--- config.mk ---
export PLATFORM = sky130hd
export DESIGN_NAME = count_monitor_flat
export DESIGN_NICKNAME = d
export VERILOG_FILES = /design/src/rtl/count_monitor_if.sv /design/src/rtl/count_monitor.sv /design/src/flat_wrapper.sv
export SDC_FILE = /design/constraint.sdc
export NUM_CORES = 1
export LEC_CHECK = 0
export BUFFER_PORTS_ARGS = -buffer_cell sky130_fd_sc_hd__buf_2
export CAP_MARGIN = 20
export CORE_UTILIZATION = 45
export CTS_CLUSTER_DIAMETER = 100
export DETAILED_ROUTE_END_ITERATION = 12
export PLACE_DENSITY = 0.65
export RECOVER_POWER = 25
export SETUP_SLACK_MARGIN = 0.4
export SLEW_MARGIN = 30
export SYNTH_ARGS = -nofsm -noshare
export SYNTH_HDL_FRONTEND = slang
export SYNTH_SLANG_ARGS = --single-unit
export TNS_END_PERCENT = 30
--- constraint.sdc ---
create_clock -name clock -period 5.6 [get_ports clock]
set_clock_uncertainty 0.2 [all_clocks]
set_input_delay 0.84 -clock clock [delete_from_list [all_inputs] [get_ports clock]]
set_output_delay 0.84 -clock clock [all_outputs]
set_load 0.005 [all_outputs]
--- src/rtl/count_monitor_if.sv ---
// Capture-FIFO output stream: head data/valid from the monitor, ready from the consumer.
interface count_monitor_if #(
    parameter int unsigned WRAP_W = 4
) ();
    logic              out_valid;
    logic              out_ready;
    logic [WRAP_W+3:0] out_data;

    modport master (output out_valid, output out_data, input out_ready);
    modport slave  (input out_valid, input out_data, output out_ready);
endinterface

--- src/rtl/count_monitor.sv ---
// Watches an upstream 4-bit counter, counts 15->0 wraps (saturating) and queues
// {wrap_count, counter_in} snapshots on request in a small FIFO with a registered head.
module count_monitor #(
    parameter int unsigned DEPTH  = 4,
    parameter int unsigned WRAP_W = 4
) (
    input  logic                     clock,
    input  logic                     reset,
    input  logic                     enable,
    input  logic [3:0]               counter_in,
    input  logic                     capture,
    output logic [WRAP_W-1:0]        wrap_count,
    output logic [$clog2(DEPTH):0]   fifo_level,
    output logic                     overflow,
    count_monitor_if.master          stream
);
    localparam int unsigned PTR_W  = $clog2(DEPTH);
    localparam int unsigned LVL_W  = PTR_W + 1;
    localparam int unsigned DATA_W = WRAP_W + 4;

    logic [3:0]        prev_count;
    logic              prev_valid;
    logic [PTR_W-1:0]  rd_ptr;
    logic [PTR_W-1:0]  wr_ptr;
    logic [DATA_W-1:0] mem [DEPTH];

    logic              wrap_c;
    logic              pop_c;
    logic              push_c;
    logic              full_c;
    logic [DATA_W-1:0] push_data_c;
    logic [PTR_W-1:0]  rd_next_c;
    logic [LVL_W-1:0]  level_next_c;

    // Wrap detection, handshake decode and next occupancy
    always_comb begin
        wrap_c       = prev_valid && enable && (prev_count == 4'hF) && (counter_in == 4'h0);
        pop_c        = stream.out_valid && stream.out_ready;
        full_c       = (fifo_level == LVL_W'(DEPTH));
        push_c       = capture && (!full_c || pop_c);
        push_data_c  = {wrap_count, counter_in};
        rd_next_c    = rd_ptr + PTR_W'(1);
        level_next_c = fifo_level;
        if (push_c && !pop_c) begin
            level_next_c = fifo_level + LVL_W'(1);
        end else if (pop_c && !push_c) begin
            level_next_c = fifo_level - LVL_W'(1);
        end
    end

    // Control state, counters and the registered FIFO head
    always_ff @(posedge clock) begin
        if (reset) begin
            prev_count       <= 4'h0;
            prev_valid       <= 1'b0;
            wrap_count       <= '0;
            overflow         <= 1'b0;
            rd_ptr           <= '0;
            wr_ptr           <= '0;
            fifo_level       <= '0;
            stream.out_valid <= 1'b0;
            stream.out_data  <= '0;
        end else begin
            prev_count <= counter_in;
            prev_valid <= 1'b1;
            if (wrap_c && (wrap_count != '1)) begin
                wrap_count <= wrap_count + WRAP_W'(1);
            end
            if (capture && !push_c) begin
                overflow <= 1'b1;
            end
            if (push_c) begin
                wr_ptr <= wr_ptr + PTR_W'(1);
            end
            if (pop_c) begin
                rd_ptr <= rd_next_c;
            end
            fifo_level       <= level_next_c;
            stream.out_valid <= (level_next_c != '0);
            // Head follows the push when the queue was (or becomes) empty, else the next stored entry
            if (push_c && ((fifo_level == '0) || (pop_c && (fifo_level == LVL_W'(1))))) begin
                stream.out_data <= push_data_c;
            end else if (pop_c && (fifo_level > LVL_W'(1))) begin
                stream.out_data <= mem[rd_next_c];
            end
        end
    end

    // Storage array; no reset needed since occupancy gates every read
    always_ff @(posedge clock) begin
        if (!reset && push_c) begin
            mem[wr_ptr] <= push_data_c;
        end
    end
endmodule

--- src/flat_wrapper.sv ---
// flat-port wrapper written by rule: the top's interface ports become plain ports
module count_monitor_flat 
#(
    parameter int unsigned DEPTH  = 4,
    parameter int unsigned WRAP_W = 4
)
  (clock, reset, enable, counter_in, capture, wrap_count, fifo_level, overflow, stream_out_valid, stream_out_data, stream_out_ready);
  count_monitor_if #(.WRAP_W(WRAP_W)) stream_i ();
  input  logic clock;
  input  logic reset;
  input  logic enable;
  input  logic [3:0] counter_in;
  input  logic capture;
  output logic [WRAP_W-1:0] wrap_count;
  output logic [$clog2(DEPTH):0] fifo_level;
  output logic overflow;
  output wire logic [$bits(stream_i.out_valid)-1:0] stream_out_valid;
  output wire logic [$bits(stream_i.out_data)-1:0] stream_out_data;
  input wire logic [$bits(stream_i.out_ready)-1:0] stream_out_ready;
  assign stream_out_valid = stream_i.out_valid;
  assign stream_out_data = stream_i.out_data;
  assign stream_i.out_ready = stream_out_ready;
  count_monitor #(.DEPTH(DEPTH), .WRAP_W(WRAP_W)) u_core (.clock(clock), .reset(reset), .enable(enable), .counter_in(counter_in), .capture(capture), .wrap_count(wrap_count), .fifo_level(fifo_level), .overflow(overflow), .stream(stream_i));
endmodule
==> results of run 1 <==
how the worst min path moves through the flow:
| stage | start | cells after the start | to |
|---|---|---|---|
| 2_1_floorplan | u_core.overflow$_SDFFE_PP0P_ | 2 | u_core.overflow$_SDFFE_PP0P_ |
| 3_3_place_gp | u_core.overflow$_SDFFE_PP0P_ | 2 | u_core.overflow$_SDFFE_PP0P_ |
| 3_5_place_dp | u_core.overflow$_SDFFE_PP0P_ | 2 | u_core.overflow$_SDFFE_PP0P_ |
| 4_1_cts | u_core.overflow$_SDFFE_PP0P_ | 2 | u_core.overflow$_SDFFE_PP0P_ |
| 5_1_grt | u_core.overflow$_SDFFE_PP0P_ | 2 | u_core.overflow$_SDFFE_PP0P_ |
| 6_report | u_core.overflow$_SDFFE_PP0P_ | 2 | u_core.overflow$_SDFFE_PP0P_ |
tightest hold or removal path: stages (launching register included):
cell and delay (ns):
dfxtp_1 0.33, a21oi_1 0.04, nor2_1 0.08
final cells by class:
cell class	instances	area, um^2
fillers	431	2377
flip-flops and latches	58	1481
multi-input cells	101	924.6
clock buffers	14	182.7
repair buffers	25	120.1
well taps	70	87.58
inverters	6	22.52
clock inverters	2	8.758
power by group through the flow:
stage               Sequential, mW  Combinational, mW  Clock (mW)
finish                       0.543              0.263       0.362
global route                 0.552              0.292       0.385
CTS                          0.544              0.267       0.367
detailed placement           0.553              0.265           0
global placement             0.548              0.259           0
floorplan                    0.537              0.215           0
sequential cells by signal (all words and copies together), names as in the netlist, 2 cells and up:
register / flops
u_core.stream.out_data: 8
u_core.prev_count: 4
u_core.fifo_level: 3
u_core.wrap_count: 4
u_core.rd_ptr: 2
u_core.wr_ptr: 2
u_core.mem: 32
kinds of logic (layout without fill, tap and decap cells):
family | after synthesis | after routing | synth area share
and+or+nand+nor | 43 | 43 | 0.09375
adders and majority gates | 9 | 9 | 0.04536
buffers and inverters | 15 | 47 | 0.03074
muxes | 21 | 21 | 0.1270
AOI/OAI and AO/OA | 23 | 23 | 0.08871
xor gates and xnor gates | 5 | 5 | 0.01764
DFF | 58 | 58 | 0.5968
layer usage:
metal | up-vias | global-route usage
li1 | 690 | -
met1 | 730 | 0.2356
met5 | - | 0
met4 | 0 | 0.08654
met3 | 7 | 0.05269
met2 | 33 | 0.2748
through the flow:
step	worst slack, ns	total power, mW	area (um^2)	hold WS [ns]
global placement	3.083	0.8071	2641	0.2565
detailed placement	3.000	0.8178	2641	0.2680
global route	3.209	1.229	2828	0.3034
finish	3.331	1.168	2828	0.2819
floorplan	3.438	0.7518	2482	0.2604
CTS	3.338	1.179	2833	0.2822
layout by cell type, fill, tap and decap left out, types with 2 or more instances in the layout:
master    Yosys  routed
a211oi_2      9       9
a21oi_1       4       4
and2_1        6       6
buf_2         1      21
clkbuf_1      2       5
clkbuf_8      0      13
dfxtp_1      26      26
edfxtp_1     32      32
ha_1          9       9
inv_1         6       6
mux2i_1      12      12
mux4_2        8       8
nand2_1       2       2
nand3_1       3       3
nor2_1       18      18
nor2b_1       8       8
o21ai_0       2       2
or3_1         2       2
xnor2_1       3       3
xor2_1        2       2
==> impl_metrics.yaml, run 1 <==
setup_path:
  cp.depth: 5
  endpoint: "u_core.mem[0][6]$_DFFE_PP_"
  r2r_end: "u_core.stream.out_data[5]$_SDFFE_PP0P_"
  startpoint: "stream_out_ready"
  crit_top_cell: "and2_1"
  cp.required_ns: 5.39
  critical_path.endpoint_type: "register"
  slowest_delay_ns: 0.40
  worst_r2r_path_depth: 6
  cp-start-kind: "primary input"
  critical-path-top-delay-family: "simple AND/OR/NAND/NOR gates"
  r2r_start: "u_core.fifo_level[1]$_SDFF_PP0_"
  path_class: "primary input to register"
  path_max_fanout: 8
  critical_path_buf_inv_count: 1
  worst_ep_arrival_time_ns: 2.06
  reg2reg_slack_ns: 3.44
  cpMaxStageDelayCell: "and2_1"
  crit_chain: "buf_2 -> and2_1 -> o21ai_1 -> nor2_1 -> and2_1"
place:
  io_buffers: 25
  dp_cells: 260
  place_hpwl_um: 3381
  place.gp.congestion: 0.7886
grt:
  grt_pass1_vias: 1484
  antenna_found_initial: 0
  grt_pass1_wl_um: 7755
  grt_usage: 0.1802
  grt-ovfl-total: 0
  grt_max_degree: 27
synth:
  syn_nets: 192
  syn_area_um2: 2482
  synth-async-reset-ratio: 0
  synth_top_area_frac: 0.3871
  synth_edf_count: 32
  synth_common_cells: "edfxtp_1 (32), dfxtp_1 (26), nor2_1 (18)"
  synthTopCellsByArea: "edfxtp_1 (39%), dfxtp_1 (21%), mux4_2 (7.3%)"
  synth-main-ff-cell: "edfxtp_1"
  synth_largest_area_cell: "edfxtp_1"
  post-synth-top-count-cell: "edfxtp_1"
  yosys_register_bits: 58
  synth-seq-area-share: 0.5968
  synth_warnings: 0
  synth_cell_types: 35
  syn_avg_cell_area_um2: 14.27
  syn_inst: 174
clock_tree:
  clockRootBuffer: "clkbuf_8"
  clock-sinks: 58
  holdBufCountCts: 0
  clock_latency_ns: 0.33
  cts_buffers: 9
  clk_pin_slew_ns: 0.06
  cts_tree: "built"
  cts_setup_buffers: 0
  cts_htree_levels: 3
  post_cts_resized: 0
  cts.path.max_buffers: 2
floorplanning:
  die_w_um: 76.27
  io_pins: 26
  initial_core_util: 0.4769
  core_um2: 5205
  rows: 26
  dieArea_um2: 5817
  dieHeight_um: 76.27
power_and_ir_drop:
  power.switching_uw: 336.1
  p_comb_frac: 0.225
  p_per_area_nw_per_um2: 412.9
  p_leak_nw: 1.058
  clockPowerShare: 0.310
  p_sw_frac: 0.2878
  p_seq_frac: 0.465
  peakVddDrop_v: 0.0001680
  intPower_uw: 831.6
sta:
  hold_viol_final: 0
  setup_violations: 0
  min_period_ns: 2.269
  slew_headroom: 0.5163
  slew_viol_final: 0
  finalSetupTns_ns: 0
  max_freq_ghz: 0.4407
  rsz0062_at_grt: "false"
  fin_crit_sh: 0.4052
  tightest_slew_ns: 0.7253
cells_and_area:
  syn2layout_area_growth_pct: 13.91
  final_nets: 219
  fin_util: 0.5433
  antenna_cells: 0
  drive_gt1_frac: 0.2767
  layout.cells.non_filler: 276
routing:
  wl_met1_um: 2234
  wl_met2_um: 2288
  routed.top_layer: "met4"
  first_iter_violations: 92
  drt_wl_total_um: 4771
  route.detailed.drc: 0
  wl_per_cell_um: 17.29
  ant_nets: 0
  wl_met3_um: 169
  dr.pass1.iters: 4
  vias_per_cell: 5.290
  vias: 1460
run_status:
  outcome: "complete, no violations"
run:
  maxCapViolations: 0
min_path:
  hold_class: "register to register"
Power figures use the tool's default switching activity.
==> run 2, diff against run 1 <==
Settings changed: ABC_AREA from default to 1, PLACE_DENSITY 0.65 to 0.64.
Clock period 5.6 ns to 2.2 ns, I/O delays scaled along.
==> run 2 against run 1 <==
Effect of this change:
- combinational power rose by 110%
- via count grew 42%
- routed wire length is 19% higher
- cell count increased by 54%
- largest power group unchanged
==> impl_metrics.yaml, run 2 <==
floorplanning:
  io_pins: 26
  initial_core_util: 0.4727
  dieArea_um2: 6165
  rows: 27
  core_um2: 5574
  dieHeight_um: 78.52
  die_w_um: 78.52
sta:
  slew_headroom: 0.6318
  rsz0062_at_grt: "true"
  fin_ws_ns: 0.4108
  slew_viol_final: 0
  finalSetupTns_ns: 0
  setup_violations: 0
  fin_crit_sh: 0.8133
  min_period_ns: 1.789
  hold_viol_final: 0
  max_freq_ghz: 0.5589
  tightest_slew_ns: 0.5523
routing:
  vias_per_cell: 4.887
  vias: 2077
  ant_nets: 0
  dr.pass1.iters: 4
  wl_per_cell_um: 13.38
  route.detailed.drc: 0
  drt_wl_total_um: 5687
  first_iter_violations: 176
synth:
  synth_largest_area_cell: "edfxtp_1"
  synth-async-reset-ratio: 0
  synth_edf_count: 32
  synth_cell_types: 25
  syn_nets: 316
  synth_top_area_frac: 0.3647
  syn_avg_cell_area_um2: 8.842
  syn_inst: 298
  synth-main-ff-cell: "edfxtp_1"
  synth_common_cells: "nand2_1 (95), inv_1 (33), edfxtp_1 (32)"
  yosys_register_bits: 58
  synth_warnings: 0
  synth-seq-area-share: 0.5622
  syn_area_um2: 2635
  synthTopCellsByArea: "edfxtp_1 (36%), dfxtp_1 (20%), nand2_1 (14%)"
  post-synth-top-count-cell: "nand2_1"
setup_path:
  slowest_delay_ns: 0.39
  critical_path_buf_inv_count: 2
  cpMaxStageDelayCell: "clkbuf_1"
  cp-start-kind: "register"
  critical_path.endpoint_type: "output pin"
  crit_chain: "clkbuf_1 -> buf_2"
  cp.required_ns: 1.67
  worst_ep_arrival_time_ns: 1.26
  path_max_fanout: 10
  critical-path-top-delay-family: "buffers and inverters"
  path_class: "register to output pin"
grt:
  grt_pass1_wl_um: 9225
  grt-ovfl-total: 0
  antenna_found_initial: 0
  grt_pass1_vias: 1957
  grt_usage: 0.2070
  grt_max_degree: 18
cells_and_area:
  finish.instance_area_um2: 3187
  largest_reg_flops: 32
  regArea_um2: 1490
  largestRegisters: "u_core.mem: 32 flops, u_core.stream.out_data: 8 flops"
  regMostFlops: "u_core.mem"
  drive_gt1_frac: 0.2011
  nFillCells: 528
  antenna_cells: 0
  final_nets: 367
  multiInputGateArea_um2: 1046
  final_cell_mix: "nand2_1 (95), edfxtp_1 (32), inv_1 (30)"
  layout.cells.non_filler: 425
  syn2layout_area_growth_pct: 20.94
  final_common_cell: "nand2_1"
clock_tree:
  clk_pin_slew_ns: 0.06
  clockRootBuffer: "clkbuf_8"
  cts_buffers: 9
  cts_htree_levels: 3
  clock_latency_ns: 0.33
  cts.path.max_buffers: 2
  clock-sinks: 58
  cts_tree: "built"
place:
  place_hpwl_um: 3884
  place.gp.congestion: 0.8617
  dp_cells: 397
  io_buffers: 25
  dp_slack_ns: 0.3051
  dpl_cell_area_um2: 2907
power_and_ir_drop:
  intPower_mw: 1.906
  clockPowerShare: 0.323
  power.switching_uw: 754.4
  p_per_area_nw_per_um2: 834.8
  p_seq_frac: 0.473
  p_leak_nw: 1.470
  p_total_mw: 2.660
  peakVddDrop_v: 0.0005833
  p_comb_frac: 0.204
  p_sw_frac: 0.2836
run:
  maxCapViolations: 0
min_path:
  hold_class: "primary input to register"
run_status:
  outcome: "complete, no violations"
run 2: cells by family (layout without fill, tap and decap cells):
family,Yosys count,in the layout,synth area share
AOI/OAI and AO/OA,25,25,0.05508
adders and majority gates,9,9,0.04274
buffers and inverters,41,96,0.06268
DFF,58,58,0.5622
and+or+nand+nor,165,165,0.2773
run 2: final timing paths:
check	startpoint	end	slack, ns	depth (start not counted)
max	u_core.wrap_count[0]$_SDFFE_PP0P_	wrap_count[0]	0.41	2
min	counter_in[3]	u_core.prev_count[3]$_SDFF_PP0_	0.17	3
max reg2reg	u_core.fifo_level[1]$_SDFF_PP0_	u_core.mem[1][7]$_DFFE_PP_	0.43	6
min reg2reg	u_core.overflow$_SDFFE_PP0P_	u_core.overflow$_SDFFE_PP0P_	0.30	1
run 2: layer usage:
| layer | track usage | wire length, um | part of all wire | up-vias |
|---|---|---|---|---|
| li1 | - | - | - | 1070 |
| met4 | 0.09444 | 70 | 0.012 | 0 |
| met1 | 0.2485 | 2566 | 0.45 | 960 |
| met2 | 0.3400 | 2796 | 0.49 | 41 |
| met3 | 0.06163 | 253 | 0.044 | 6 |
| met5 | 0 | 0 | 0 | - |
run 2: final cells by class:
cell class	count	area share
Clock buffer	15	0.05222
Inverter	37	0.04515
Multi-Input combinational cell	199	0.3282
Sequential cell	58	0.4676
Tap cell	72	0.02827
Timing Repair Buffer	44	0.07852
run 2: worst min-delay path, stage by stage:
cell	delay, ns
clkbuf_1	0.20
inv_1	0.09
nor2_1	0.04
run 2: power by group through the flow:
stage / clock, mW / combinational [mW] / sequential (mW)
6_report: 0.860 / 0.542 / 1.26
5_1_grt: 0.930 / 0.619 / 1.27
4_1_cts: 0.866 / 0.505 / 1.26
3_5_place_dp: 0 / 0.474 / 1.28
3_3_place_gp: 0 / 0.467 / 1.28
2_1_floorplan: 0 / 0.332 / 1.28
run 2: repair_timing:
action | 4_1_cts | 5_1_grt
pin swaps | 3 | 6
setup endpoints to repair | 32 | 42
setup buffers | 3 | 10
gates resized for setup | 5 | 4
hold buffers | 0 | 0
run 2: metrics by stage:
step | hold slack (ns) | util
floorplan | 0.2289 | -
global placement | 0.2496 | 0.5214
detailed placement | 0.2895 | 0.5214
CTS | 0.08049 | 0.5603
global route | 0.1872 | 0.5717
finish | 0.1734 | 0.5717
==> run 3, diff against run 2 <==
Settings changed: PLACE_DENSITY 0.64 to 0.67.
Clock period 2.2 ns to 1.6 ns, I/O delays scaled along.
==> run 3 against run 2 <==
Effect of this change:
- the flow now finishes with violations (negative setup slack)
- largest cell class unchanged
- cell count rose by 3.3%
- non-clock buffer count up 13
- highest routed layer unchanged
- sequential share of layout area down 4.2 points
==> impl_metrics.yaml, run 3 (synthesis results as in run 2) <==
run_status:
  outcome: "finished, violations left"
  violations: "negative setup slack"
sta:
  fin_crit_sh: 1.067
  slew_viol_final: 0
  min_period_ns: 1.707
  whs_ns: 0.1078
  fin_ws_ns: -0.1070
  max_freq_ghz: 0.5858
  setup_violations: 32
  slew_headroom: 0.7301
  tightest_slew_ns: 0.4048
  hold_viol_final: 0
  rsz0062_at_grt: "true"
  finalSetupTns_ns: -3.033
clock_tree:
  clock-sinks: 58
  cts_buffers: 9
  cts.path.max_buffers: 2
  clockRootBuffer: "clkbuf_8"
  clk_pin_slew_ns: 0.07
  cts_htree_levels: 3
  clock_latency_ns: 0.34
  cts_tree: "built"
cells_and_area:
  regMostFlops: "u_core.mem"
  final_common_cell: "nand2_1"
  drive_gt1_frac: 0.3351
  nFillCells: 477
  largestRegisters: "u_core.mem: 32 flops, u_core.stream.out_data: 8 flops"
  final_nets: 380
  antenna_cells: 0
  syn2layout_area_growth_pct: 34.95
  largest_reg_flops: 32
  final_cell_mix: "nand2_1 (90), edfxtp_1 (32), inv_1 (31)"
  finish.instance_area_um2: 3556
min_path:
  holdPathEnd: "u_core.mem[2][0]$_DFFE_PP_"
  hold_class: "primary input to register"
  hold_start: "counter_in[0]"
  whs_path_depth: 2
setup_path:
  cpMaxStageDelayCell: "dfxtp_4"
  slowest_delay_ns: 0.36
  r2r_start: "u_core.fifo_level[1]$_SDFF_PP0_"
  critical-path-top-delay-family: "simple AND/OR/NAND/NOR gates"
  worst_r2r_path_depth: 6
  path_max_fanout: 8
  reg2reg_slack_ns: -0.11
  r2r_end: "u_core.mem[3][1]$_DFFE_PP_"
  path_class: "register to register"
  worst_ep_arrival_time_ns: 1.53
  critical_path_buf_inv_count: 1
  cp-start-kind: "register"
  startpoint: "u_core.fifo_level[1]$_SDFF_PP0_"
  cp.required_ns: 1.42
  critical_path.endpoint_type: "register"
  crit_chain: "inv_4 -> ha_4 -> nand2_4 -> o21ai_4 -> or2_4 -> nor2_4"
run:
  maxCapViolations: 0
floorplanning:
  dieArea_um2: 6165
  die_w_um: 78.52
  io_pins: 26
  initial_core_util: 0.4727
  core_um2: 5574
  rows: 27
  dieHeight_um: 78.52
routing:
  first_iter_violations: 92
  wl_per_cell_um: 13.91
  drt_wl_total_um: 6108
  route.detailed.drc: 0
  dr.pass1.iters: 4
  vias_per_cell: 4.977
  vias: 2185
  ant_nets: 0
place:
  dp_slack_ns: -0.1268
  dpl_cell_area_um2: 3139
  place_hpwl_um: 4243
  place.gp.congestion: 0.7894
  io_buffers: 25
grt:
  grt-ovfl-total: 0
  grt_usage: 0.2168
  grt_pass1_vias: 2219
  grt_max_degree: 13
  antenna_found_initial: 0
  grt_pass1_wl_um: 9867
power_and_ir_drop:
  peakVddDrop_v: 0.0006834
  p_leak_nw: 1.599
  p_total_mw: 3.974
  p_per_area_nw_per_um2: 1118
-- run 3: metrics by stage --
step,cells,util
4_1_cts,439,0.6346
2_1_floorplan,298,-
5_1_grt,439,0.6379
3_5_place_dp,421,0.5632
6_report,439,0.6379
3_3_place_gp,421,0.5632
-- run 3: where the power goes --
part / total, mW / internal (mW) / switching (mW)
registers: 1.74 / 1.68 / 0.0608
logic: 0.868 / 0.383 / 0.484
clock network: 1.37 / 0.760 / 0.607
total: 3.97 / 2.82 / 1.15
-- run 3: layout make-up --
class,count,area (um^2),share of cell area
Clock buffer,10,137.6,0.03871
Sequential cell,58,1513,0.4254
Timing Repair Buffer,57,432.9,0.1217
Inverter,37,143.9,0.04046
Multi-Input combinational cell,199,1172,0.3297
Tap cell,72,90.09,0.02533
Clock inverter,6,66.31,0.01865
-- run 3: per-layer routing --
metal | vias to the layer above | GRT usage | routed length, um
met5 | - | 0 | 0
met4 | 0 | 0.07963 | 115
met3 | 14 | 0.06977 | 196
met2 | 44 | 0.3739 | 3072
met1 | 1029 | 0.2494 | 2723
li1 | 1098 | - | -
-- run 3: worst max-delay path by stage --
stage,to,slack (ns),depth (start not counted)
detailed placement,u_core.mem[0][5]$_DFFE_PP_,-0.13,6
floorplan,u_core.mem[0][0]$_DFFE_PP_,-0.14,6
global route,u_core.mem[1][7]$_DFFE_PP_,-0.16,6
finish,u_core.mem[3][1]$_DFFE_PP_,-0.11,6
global placement,u_core.mem[0][5]$_DFFE_PP_,-0.1,6
CTS,u_core.mem[1][7]$_DFFE_PP_,-0.12,6
-- run 3: repair_timing --
action,4_1_cts,5_1_grt
setup endpoints to repair,70,70
buffers inserted,1,0
endpoints found under the hold margin,1,0
pin swaps,14,11
resized for setup,53,12
hold buffers,1,0
